$ cat config.mk
export PLATFORM = sky130hd
export DESIGN_NAME = muldiv_seq
export DESIGN_NICKNAME = d
export VERILOG_FILES = /design/src/rtl/muldiv_seq.sv
export SDC_FILE = /design/constraint.sdc
export NUM_CORES = 1
export LEC_CHECK = 0
export CELL_PAD_IN_SITES_DETAIL_PLACEMENT = 0
export CELL_PAD_IN_SITES_GLOBAL_PLACEMENT = 1
export CORE_MARGIN = 3
export CORE_UTILIZATION = 30
export CTS_BUF_LIST = sky130_fd_sc_hd__clkbuf_8
export DETAILED_ROUTE_END_ITERATION = 10
export GPL_ROUTABILITY_DRIVEN = 0
export PLACE_DENSITY_LB_ADDON = 0.1
export SYNTH_ARGS = -nofsm -noshare
export SYNTH_HDL_FRONTEND = slang
export SYNTH_SLANG_ARGS = --single-unit
$ cat constraint.sdc
create_clock -name clk_i -period 5.65 [get_ports clk_i]
set_clock_uncertainty 0.1 [all_clocks]
set_input_delay 1.13 -clock clk_i [delete_from_list [all_inputs] [get_ports clk_i]]
set_output_delay 1.13 -clock clk_i [all_outputs]
set_load 0.05 [all_outputs]
$ cat src/rtl/muldiv_seq.sv
// Iterative unsigned multiply/divide unit (MUL, MULHU, DIVU, REMU).
// One shared XLEN+2-bit adder performs a single shift-add (multiply) or
// restoring shift-subtract (divide) step per cycle. The control unit
// stalls while busy_o is high and commits the result on done_o.
module muldiv_seq #(
   parameter int XLEN = 32,
   parameter int CNTW = 6
) (
   input  logic            clk_i,
   input  logic            reset_i,
   input  logic            start_i,
   input  logic [1:0]      op_i,
   input  logic [XLEN-1:0] a_i,
   input  logic [XLEN-1:0] b_i,
   output logic            busy_o,
   output logic            done_o,
   output logic [XLEN-1:0] result_o
);

   typedef enum logic [1:0] {
      S_IDLE = 2'b00,
      S_RUN  = 2'b01,
      S_DONE = 2'b10
   } state_t;

   localparam logic [CNTW-1:0] CNT_LAST = CNTW'(XLEN - 1);

   state_t          state_q, state_d;
   logic [CNTW-1:0] cnt_q, cnt_d;
   logic [XLEN-1:0] result_q, result_d;

   // hi/lo hold the multiply accumulator halves, or remainder/quotient when dividing
   logic [XLEN-1:0] hi_q, hi_d;
   logic [XLEN-1:0] lo_q, lo_d;
   logic [XLEN-1:0] b_q, b_d;
   logic [1:0]      op_q, op_d;

   logic            is_div;
   logic [XLEN:0]   rem_shl;
   logic [XLEN+1:0] add_a, add_b, sum;
   logic            add_cin;
   logic            div_ge;
   logic [XLEN-1:0] step_hi, step_lo;

   // RISC-V divide-by-zero result: quotient is all ones, remainder is the dividend
   function automatic logic [XLEN-1:0] div0_result(input logic rem_op,
                                                   input logic [XLEN-1:0] dividend);
      if (rem_op) begin
         return dividend;
      end
      return '1;
   endfunction

   assign is_div  = op_q[1];
   // remainder shifted left with the next dividend bit; one bit wider than XLEN
   assign rem_shl = {hi_q, lo_q[XLEN-1]};

   // Shared adder operands: hi + (lo[0] ? b : 0) for multiply, rem_shl - b for divide
   always_comb begin
      add_a   = '0;
      add_b   = '0;
      add_cin = 1'b0;
      if (is_div) begin
         add_a   = {1'b0, rem_shl};
         add_b   = ~{2'b00, b_q};
         add_cin = 1'b1;
      end else begin
         add_a = {2'b00, hi_q};
         add_b = lo_q[0] ? {2'b00, b_q} : '0;
      end
   end

   assign sum    = add_a + add_b + {{(XLEN + 1){1'b0}}, add_cin};
   // sign bit clear means the shifted remainder was at least the divisor
   assign div_ge = ~sum[XLEN+1];

   // One iteration of the selected algorithm
   always_comb begin
      step_hi = hi_q;
      step_lo = lo_q;
      if (is_div) begin
         step_hi = div_ge ? sum[XLEN-1:0] : rem_shl[XLEN-1:0];
         step_lo = {lo_q[XLEN-2:0], div_ge};
      end else begin
         // {carry, hi, lo} shifted right by one
         step_hi = sum[XLEN:1];
         step_lo = {sum[0], lo_q[XLEN-1:1]};
      end
   end

   // Next-state logic: accept, iterate, finish
   always_comb begin
      state_d  = state_q;
      cnt_d    = cnt_q;
      result_d = result_q;
      hi_d     = hi_q;
      lo_d     = lo_q;
      b_d      = b_q;
      op_d     = op_q;
      case (state_q)
         S_IDLE: begin
            if (start_i) begin
               op_d  = op_i;
               b_d   = b_i;
               cnt_d = '0;
               if (op_i[1] && (b_i == '0)) begin
                  state_d  = S_DONE;
                  result_d = div0_result(op_i[0], a_i);
               end else begin
                  state_d = S_RUN;
                  hi_d    = '0;
                  lo_d    = a_i;
               end
            end
         end
         S_RUN: begin
            hi_d  = step_hi;
            lo_d  = step_lo;
            cnt_d = cnt_q + CNTW'(1);
            if (cnt_q == CNT_LAST) begin
               state_d  = S_DONE;
               // MULHU and REMU take the upper register, MUL and DIVU the lower
               result_d = op_q[0] ? step_hi : step_lo;
            end
         end
         S_DONE: begin
            state_d = S_IDLE;
         end
         default: begin
            state_d = S_IDLE;
         end
      endcase
   end

   // Control state and result register, cleared by synchronous reset
   always_ff @(posedge clk_i) begin
      if (reset_i) begin
         state_q  <= S_IDLE;
         cnt_q    <= '0;
         result_q <= '0;
      end else begin
         state_q  <= state_d;
         cnt_q    <= cnt_d;
         result_q <= result_d;
      end
   end

   // Datapath registers; only meaningful while RUN, so no reset needed
   always_ff @(posedge clk_i) begin
      hi_q <= hi_d;
      lo_q <= lo_d;
      b_q  <= b_d;
      op_q <= op_d;
   end

   assign busy_o   = (state_q != S_IDLE);
   assign done_o   = (state_q == S_DONE);
   assign result_o = result_q;

endmodule
# Word-level counts from Yosys, hierarchy flattened
# Index checks and enable logic that the tools add are counted.
# word_totals
register_bits	138
in_bits	69
wordCells	59
output_inout_bits	34
# classes
bitwise	2
mux	30
reduce_logical	10
eq_ne	7
add_sub_neg	3
# ops
op	n
two-way mux 32 bit	14
one-hot mux 32 bit (2 select lines)	3
adder 34 x 1 -> 34 bit	1
adder 34 bit	1
two-way mux 34 bit	1
inverter 32 -> 34 bit	1
two-way mux 33 bit	1
logical NOT 32 bit	1
one-hot mux 6 bit (2 select lines)	1
!= test 2 bit, second input constant	4
adder 6 x 1 -> 6 bit, second input constant	1
equality test 6 x 5 -> 1 bit, second input constant	1
two-way mux 2 bit	3
two-way mux 6 bit	1
AND reduction 2 bit	3
two-way mux 1 bit	5
one-hot mux 2 bit (2 select lines)	1
AND reduction 4 bit	1
nonzero test 2 bit	2
AND reduction 3 bit	1
equality test 2 x 1 -> 1 bit, second input constant	1
equality test 2 bit, second input constant	1
logical NOT 2 bit	1
logical AND 1 bit	1
inverter 1 bit	1

# Depth between registers and ports, before layout
# Gate-level depths: netlist (run 1).
# depth
word_depth	9
depth_mapped	21
mapped_depth_nobuf	15

# Worst setup path after synthesis (run 1)
# OpenSTA, ideal clock, no wires.
# synth_timing
kind	register -> register
start	reg op_q[1]
end	reg result_q[3], in the netlist result_o[3]
arrival_ns	4.690
t_required_ns	5.435
path_stages_with_launch	18
setup_ns	0.115
path_buffers	5
setup_slack_ns	0.746
synth_period_minus_slack_ns	4.904
path_cell_list	edfxtp_1 > clkbuf_1 > buf_1 > buf_1 > clkbuf_1 > mux2_2 > ha_1 > buf_2 > a21o_1 > a21o_1 > a21o_1 > o211ai_2 > a21oi_2 > o31a_4 > nand2_2 > mux2_4 > mux4_2 > o21a_1
# synth_via
elab_chain_cells	8
elab_cells_between_ends	11
classes_between	add/sub: 2; mux: 9
# synth_lines
element	line	source
from (decl)	36	logic [1:0] op_q, op_d;
from (signal assigned)	153	op_q <= op_d;
two-way mux 33 bit or two-way mux 34 bit (tied branches)	63	if (is_div) begin
adder 34 bit	73	assign sum = add_a + add_b + {{(XLEN + 1){1'b0}}, add_cin};
adder 34 x 1 -> 34 bit	73	
two-way mux 32 bit	82	step_hi = div_ge ? sum[XLEN-1:0] : rem_shl[XLEN-1:0];
two-way mux 32 bit	81	if (is_div) begin
two-way mux 32 bit (*)	123	result_d = op_q[0] ? step_hi : step_lo;
two-way mux 32 bit (*)	120	if (cnt_q == CNT_LAST) begin
one-hot mux 32 bit (2 select lines) (*)	100	case (state_q)
to (signal assigned)	144	result_q <= result_d;
to (decl)	30	logic [XLEN-1:0] result_q, result_d;
# Every way passes the cells marked *; elsewhere a longest branch is shown, timed or not. The select of a mux whose other input is x is not followed.
# A chain may end at the register's enable or synchronous reset.

# Worst setup path in the final report (run 1)
# Ends and elaborated chain as after synthesis.

==> flow_summary.yaml, run 1 <==
sta:
  fin_worst_hold_slack_ns: 0.390
  report.final.slew_viol_count: 0
  period_share: 0.850
  max_freq_mhz: 208
  finalSetupViolations: 0
  final-hold-violation-count: 0
  grt_setup_unrepaired: "no"
  totalNegativeSetupSlack_ns: 0
  layout_min_cycle_time_ns: 4.80
  tightestPinTransition_ns: 1.04
  timing.slew.headroom: 0.303
detailed_routing:
  route.antenna.remaining_nets: 0
  drc_marker_count_from_the_first_detailed_route_iteration: 765
  via_count: 8060
  drc: 0
  route.final.wire_length_um: 30600
  via_per_inst: 5.26
  first_pass_iters: 5
  wl_per_cell_um: 20.0
grt:
  grt_pass1_wl_um: 46900
  groute.usage.overall: 0.180
  grt_antenna_before_repair: 0
  globalRoute.totalOverflow: 0
  maximum_number_of_pins_on_one_net_before_global_route_repair: 68
  grt_pass1_vias: 7676
status:
  status: "completed"
floorplanning:
  floorplan.initialDensity: 0.310
  boundaryPins: 103
  die_height_um: 182
  die_w_um: 182
  placement_rows: 63
  floorplan.core_area_sq_um: 30100
  dieArea_sq_um: 33200
worst_setup_path:
  worstRegToRegCells: 13
  crit_path_max_fanout: 41
  reg2reg_slack_ns: 0.85
  end_kind: "register"
  crit_required_ns: 5.90
  criticalPathCategory: "register to register"
  crit-reg2reg-launch: "op_q[1]$_DFFE_PP_"
  start_kind: "register"
  timing.rr.end: "result_o[3]$_SDFFE_PP0P_"
  cp_data_arrival_time_ns: 5.05
worst_hold_path:
  hold_path_end: "result_o[0]$_SDFFE_PP0P_"
  min-delay-path-class: "register to register"
  whs_path_depth: 2
  hold_path_startpoint: "result_o[0]$_SDFFE_PP0P_"
synthesis:
  synth-async-reset-ratio: 0
  synth.distinct_cells: 68
  syn_avg_cell_area_sq_um: 8.75
  area_share_of_the_largest_cell_type_after_synthesis: 0.316
  synth.area.top_cells: "sky130_fd_sc_hd__edfxtp_1, sky130_fd_sc_hd__dfxtp_1, sky130_fd_sc_hd__nand2_1"
  synth.cell_area_sq_um: 9320
  yosysWarningCount: 0
  ys_ff_latch: 138
  synth-edff-count: 98
  mappedNetlistNets: 1168
  ys_seq_area_frac: 0.402
  ys.flop_type: "sky130_fd_sc_hd__edfxtp_1"
  post_synth_inst_count: 1065
  netlist.top_cell.by_area: "sky130_fd_sc_hd__edfxtp_1"
flow_run:
  drv_cap: 0
placed_design:
  hpwl_um: 22400
  post-place-cells: 1500
  numPortBuffers: 102
cts:
  post-cts-setup-buffer-count: 0
  tritoncts: "built"
  bufs_on_longest_clock_path: 2
  worst_skew_pair.late_latency_ns: 0.47
  number_of_cts_inserted_buffers: 17
  clkSinkCount: 138
  htree_levels: 4
  cell_chosen_for_the_clock_root: "sky130_fd_sc_hd__clkbuf_8"
  worst_setup_hold_path_clk_slew_ns: 0.09
  ctsResizeCount: 0
  ctsHoldBuffers: 0
cells_and_area:
  finish.net_count: 1232
  drive_gt1_frac: 0.0884
  syn_to_final_growth_pct: 18.6
  finalNonFillerCells: 1532
  diodes_inserted: 0
  fillers: 3105
power:
  pwr_total_uw: 3160
  power.ir.vdd_worst_v: 0.000131
  leakage_uw: 0.00411
  power.density_cell_area_nw_per_um2: 286
-- layout make-up --
cell class	instances	area, sq um	area share
Timing Repair Buffer	117	1130	0.103
Inverter	13	48.8	0.00441
Tap cell	390	488	0.0441
Clock inverter	15	130	0.0118
Multi-Input combinational cell	842	5280	0.477
Clock buffer	17	234	0.0212
Sequential cell	138	3740	0.339
-- registers in the layout, summed over array words and instances (netlist names) --
| register | flops |
|---|---|
| cnt_q | 6 |
| lo_q | 32 |
| b_q | 32 |
| state_q | 2 |
| result_o | 32 |
| hi_q | 32 |
| op_q | 2 |
-- where the power goes --
group / leakage (uW) / switching, uW / internal, uW
clock: 0.000182 / 501 / 321
combinational: 0.00261 / 683 / 398
sequential: 0.00131 / 74.9 / 1180
total: 0.00411 / 1260 / 1900
-- cells in the mapped netlist, types with 3 or more instances --
cell and number:
sky130_fd_sc_hd__a211oi_1 34, sky130_fd_sc_hd__a311oi_1 9, sky130_fd_sc_hd__xnor2_1 18, sky130_fd_sc_hd__xor2_1 12, sky130_fd_sc_hd__o21ai_1 3, sky130_fd_sc_hd__o211ai_1 7
sky130_fd_sc_hd__nand2b_1 7, sky130_fd_sc_hd__a221oi_1 5, sky130_fd_sc_hd__o221ai_1 3, sky130_fd_sc_hd__clkbuf_1 54, sky130_fd_sc_hd__a21oi_1 44, sky130_fd_sc_hd__a21boi_0 3
sky130_fd_sc_hd__o21a_1 9, sky130_fd_sc_hd__nor3_1 29, sky130_fd_sc_hd__nor4_1 8, sky130_fd_sc_hd__o2111ai_1 4, sky130_fd_sc_hd__dfxtp_1 40, sky130_fd_sc_hd__nand3b_1 3
sky130_fd_sc_hd__ha_1 32, sky130_fd_sc_hd__a31oi_1 8, sky130_fd_sc_hd__o21ai_0 121, sky130_fd_sc_hd__buf_2 7, sky130_fd_sc_hd__or3_1 3, sky130_fd_sc_hd__and3_1 5
sky130_fd_sc_hd__nand2_1 164, sky130_fd_sc_hd__buf_1 11, sky130_fd_sc_hd__nor2_1 122, sky130_fd_sc_hd__inv_1 13, sky130_fd_sc_hd__a22oi_1 4, sky130_fd_sc_hd__mux2i_1 50
sky130_fd_sc_hd__nor2b_1 10, sky130_fd_sc_hd__and2_1 13, sky130_fd_sc_hd__nand4_1 7, sky130_fd_sc_hd__mux2_2 33, sky130_fd_sc_hd__edfxtp_1 98, sky130_fd_sc_hd__o21bai_1 4
sky130_fd_sc_hd__nor3b_1 3, sky130_fd_sc_hd__nand3_1 13, sky130_fd_sc_hd__a21o_1 13
-- per-stage QoR --
step | instance area (sq um) | util | worst slack [ns]
after floorplan | 9320 | - | 0.746
after global placement | 10700 | 0.355 | 0.882
after detailed placement | 10700 | 0.355 | 0.841
after CTS | 11100 | 0.367 | 0.815
after global routing | 11100 | 0.367 | 0.477
final | 11100 | 0.367 | 0.847
-- per-layer routing --
layer	vias to the layer above	wire length, um	GRT usage
met5	-	0	0
met4	0	279	0.0366
met3	19	1100	0.0195
met2	192	12500	0.256
met1	3824	16700	0.291
li1	4025	-	-
-- layout by cell type (no fill, tap or decap), types with 4 or more instances in the layout --
cell type	netlist	final
sky130_fd_sc_hd__a21o_1	13	13
sky130_fd_sc_hd__nor2_1	122	119
sky130_fd_sc_hd__nand2b_1	7	6
sky130_fd_sc_hd__o211ai_1	7	7
sky130_fd_sc_hd__buf_4	0	15
sky130_fd_sc_hd__clkbuf_8	0	17
sky130_fd_sc_hd__mux2_2	33	33
sky130_fd_sc_hd__ha_1	32	32
sky130_fd_sc_hd__dfxtp_1	40	40
sky130_fd_sc_hd__inv_6	0	6
sky130_fd_sc_hd__nor2b_1	10	9
sky130_fd_sc_hd__a221oi_1	5	5
sky130_fd_sc_hd__nand4_1	7	7
sky130_fd_sc_hd__nand2_1	164	164
sky130_fd_sc_hd__o21ai_0	121	121
sky130_fd_sc_hd__o21bai_1	4	4
sky130_fd_sc_hd__inv_1	13	14
sky130_fd_sc_hd__edfxtp_1	98	98
sky130_fd_sc_hd__o2111ai_1	4	4
sky130_fd_sc_hd__nor4_1	8	8
sky130_fd_sc_hd__o21a_1	9	9
sky130_fd_sc_hd__clkdlybuf4s50_1	0	102
sky130_fd_sc_hd__xnor2_1	18	18
sky130_fd_sc_hd__and3_1	5	5
sky130_fd_sc_hd__a21oi_1	44	44
sky130_fd_sc_hd__a311oi_1	9	9
sky130_fd_sc_hd__xor2_1	12	12
sky130_fd_sc_hd__mux2i_1	50	50
sky130_fd_sc_hd__and2_1	13	13
sky130_fd_sc_hd__nand3_1	13	13
sky130_fd_sc_hd__a211oi_1	34	34
sky130_fd_sc_hd__nor3_1	29	29
sky130_fd_sc_hd__a22oi_1	4	4
sky130_fd_sc_hd__a31oi_1	8	8
-- critical path, stage by stage (launching register included) --
cell                       delay [ns]
sky130_fd_sc_hd__edfxtp_1        0.41
sky130_fd_sc_hd__inv_1           0.62
sky130_fd_sc_hd__o21ai_0         0.37
sky130_fd_sc_hd__ha_1            0.36
sky130_fd_sc_hd__nor2b_1         0.19
sky130_fd_sc_hd__o211ai_1        0.15
sky130_fd_sc_hd__a21oi_1         0.34
sky130_fd_sc_hd__o211ai_2        0.17
sky130_fd_sc_hd__a21oi_2         0.26
sky130_fd_sc_hd__o31a_4          0.54
sky130_fd_sc_hd__nand2_2         0.20
sky130_fd_sc_hd__mux2_4          0.35
sky130_fd_sc_hd__mux4_2          0.46
sky130_fd_sc_hd__o21a_1          0.17
-- worst max-delay path by stage --
| stage | cells past startpoint | slack, ns | startpoint | to |
|---|---|---|---|---|
| floorplan | 17 | 0.75 | op_q[1]$_DFFE_PP_ | result_o[3]$_SDFFE_PP0P_ |
| finish | 13 | 0.85 | op_q[1]$_DFFE_PP_ | result_o[3]$_SDFFE_PP0P_ |
| detailed placement | 13 | 0.84 | op_q[1]$_DFFE_PP_ | result_o[3]$_SDFFE_PP0P_ |
| CTS | 13 | 0.82 | op_q[1]$_DFFE_PP_ | result_o[3]$_SDFFE_PP0P_ |
| global route | 13 | 0.48 | op_q[1]$_DFFE_PP_ | result_o[3]$_SDFFE_PP0P_ |
| global placement | 13 | 0.88 | op_q[1]$_DFFE_PP_ | result_o[3]$_SDFFE_PP0P_ |
-- cells by family after synthesis --
logic type,after synthesis,synth area share
mux,86,0.100
fa+ha+maj,34,0.0473
compound gates,297,0.203
buf+inv,85,0.0352
simple gates,395,0.185
xor+xnor,30,0.0282
flops,138,0.402
Power figures use the tool's default switching activity.
==> run 2: changes to the inputs <==
- CAP_MARGIN: default -> 0
- CORE_MARGIN: 3 -> 2
==> flow_summary.yaml, run 2 (same netlist as run 1, synthesis figures left out) <==
power:
  power.ir.vdd_worst_v: 0.000124
  leakage_uw: 0.00414
  power.density_cell_area_nw_per_um2: 289
detailed_routing:
  wl_per_cell_um: 19.8
  drc_marker_count_from_the_first_detailed_route_iteration: 596
  via_per_inst: 5.23
  route.antenna.remaining_nets: 0
  first_pass_iters: 5
  route.final.wire_length_um: 30500
  via_count: 8049
  drc: 0
worst_setup_path:
  worst_path_dominant_cell_family: "compound AO/OA/AOI/OAI gates"
  critical_path_buffers_and_inverters: 2
  crit_required_ns: 5.90
  cp_data_arrival_time_ns: 5.06
  criticalPathCategory: "register to register"
  crit_path_max_fanout: 41
  start_kind: "register"
  max_stage_delay_ns: 0.53
  timing.critical_path.slowest_stage_cell: "sky130_fd_sc_hd__o31a_4"
  critical_path.cell_chain: "inv_1, buf_4, o21ai_0, ha_1, and2_1, o211ai_1, a21oi_1, o211ai_2, a21oi_2, o31a_4, nand2_2, mux2_4, mux4_2, o21a_1"
  end_kind: "register"
grt:
  maximum_number_of_pins_on_one_net_before_global_route_repair: 95
  grt_antenna_before_repair: 0
  groute.usage.overall: 0.186
  grt_pass1_wl_um: 47300
  globalRoute.totalOverflow: 0
  grt_pass1_vias: 7869
cells_and_area:
  layout.cells.most_common: "sky130_fd_sc_hd__nand2_1"
  drive_gt1_frac: 0.0901
  mostFrequentLayoutCells: "sky130_fd_sc_hd__nand2_1, sky130_fd_sc_hd__o21ai_0, sky130_fd_sc_hd__nor2_1"
  syn_to_final_growth_pct: 19.3
  diodes_inserted: 0
  finish.net_count: 1233
cts:
  number_of_cts_inserted_buffers: 17
  tritoncts: "built"
  ctsResizeCount: 0
  post-cts-setup-buffer-count: 0
  bufs_on_longest_clock_path: 2
  worst_setup_hold_path_clk_slew_ns: 0.10
  htree_levels: 4
  clkSinkCount: 138
  cell_chosen_for_the_clock_root: "sky130_fd_sc_hd__clkbuf_8"
  ctsHoldBuffers: 0
  worst_skew_pair.late_latency_ns: 0.45
sta:
  layout_min_cycle_time_ns: 4.81
  fin_worst_hold_slack_ns: 0.388
  totalNegativeSetupSlack_ns: 0
  finalSetupViolations: 0
  tightestPinTransition_ns: 1.13
  final-hold-violation-count: 0
  timing.slew.headroom: 0.245
  report.final.slew_viol_count: 0
  max_freq_mhz: 208
  grt_setup_unrepaired: "no"
  period_share: 0.851
floorplanning:
  floorplan.initialDensity: 0.305
  die_height_um: 180
  floorplan.core_area_sq_um: 30600
  dieArea_sq_um: 32500
  boundaryPins: 103
  placement_rows: 64
  die_w_um: 180
flow_run:
  drv_cap: 0
status:
  status: "completed"
placed_design:
  hpwl_um: 22200
  numPortBuffers: 102
worst_hold_path:
  min-delay-path-class: "register to register"
-- run 2: per-stage QoR --
step / setup slack (ns) / std cells / area, sq um / util / total power [uW]
final: 0.842 / 1539 / 11100 / 0.363 / 3210
after detailed placement: 0.861 / 1507 / 10700 / 0.350 / 2360
after floorplan: 0.746 / 1065 / 9320 / - / 1990
after CTS: 0.840 / 1539 / 11100 / 0.363 / 3240
after global routing: 0.526 / 1539 / 11100 / 0.363 / 3400
after global placement: 0.870 / 1507 / 10700 / 0.350 / 2370
-- run 2: per-layer routing --
metal  track usage  share of wire  vias up
li1              -              -     4025
met1         0.294           0.54     3802
met2         0.269           0.41      211
met3        0.0251          0.043       11
met4        0.0335         0.0079        0
met5             0              0        -
-- run 2: path summary, 6_finish.rpt --
kind | startpoint | to | slack [ns] | depth (start not counted)
hold reg to reg | result_o[0]$_SDFFE_PP0P_ | result_o[0]$_SDFFE_PP0P_ | 0.39 | 2
setup reg to reg | op_q[1]$_DFFE_PP_ | result_o[3]$_SDFFE_PP0P_ | 0.84 | 14
hold / removal | result_o[0]$_SDFFE_PP0P_ | result_o[0]$_SDFFE_PP0P_ | 0.39 | 2
setup / recovery | op_q[1]$_DFFE_PP_ | result_o[3]$_SDFFE_PP0P_ | 0.84 | 14
-- run 2: cell type report --
class | instances | area (sq um)
Clock buffer | 18 | 248
Clock inverter | 14 | 150
Fill cell | 3190 | 19500
Inverter | 13 | 48.8
Multi-Input combinational cell | 842 | 5280
Sequential cell | 138 | 3740
Tap cell | 396 | 495
Timing Repair Buffer | 118 | 1150
-- run 2: power by group --
group	internal [uW]	total [uW]	switching, uW
sequential	1180	1260	71.0
combinational	400	1090	694
clock	380	865	485
total	1960	3210	1250
-- run 2: worst reg2reg max path, delay by kind of cell (launching register included) --
kind                       cells  cell delay, ns
AOI/OAI and AO/OA              7            1.85
adders and majority gates      1            0.37
buffers and inverters          2            0.79
DFF                            1            0.44
muxes                          2            0.79
and+or+nand+nor                2            0.39
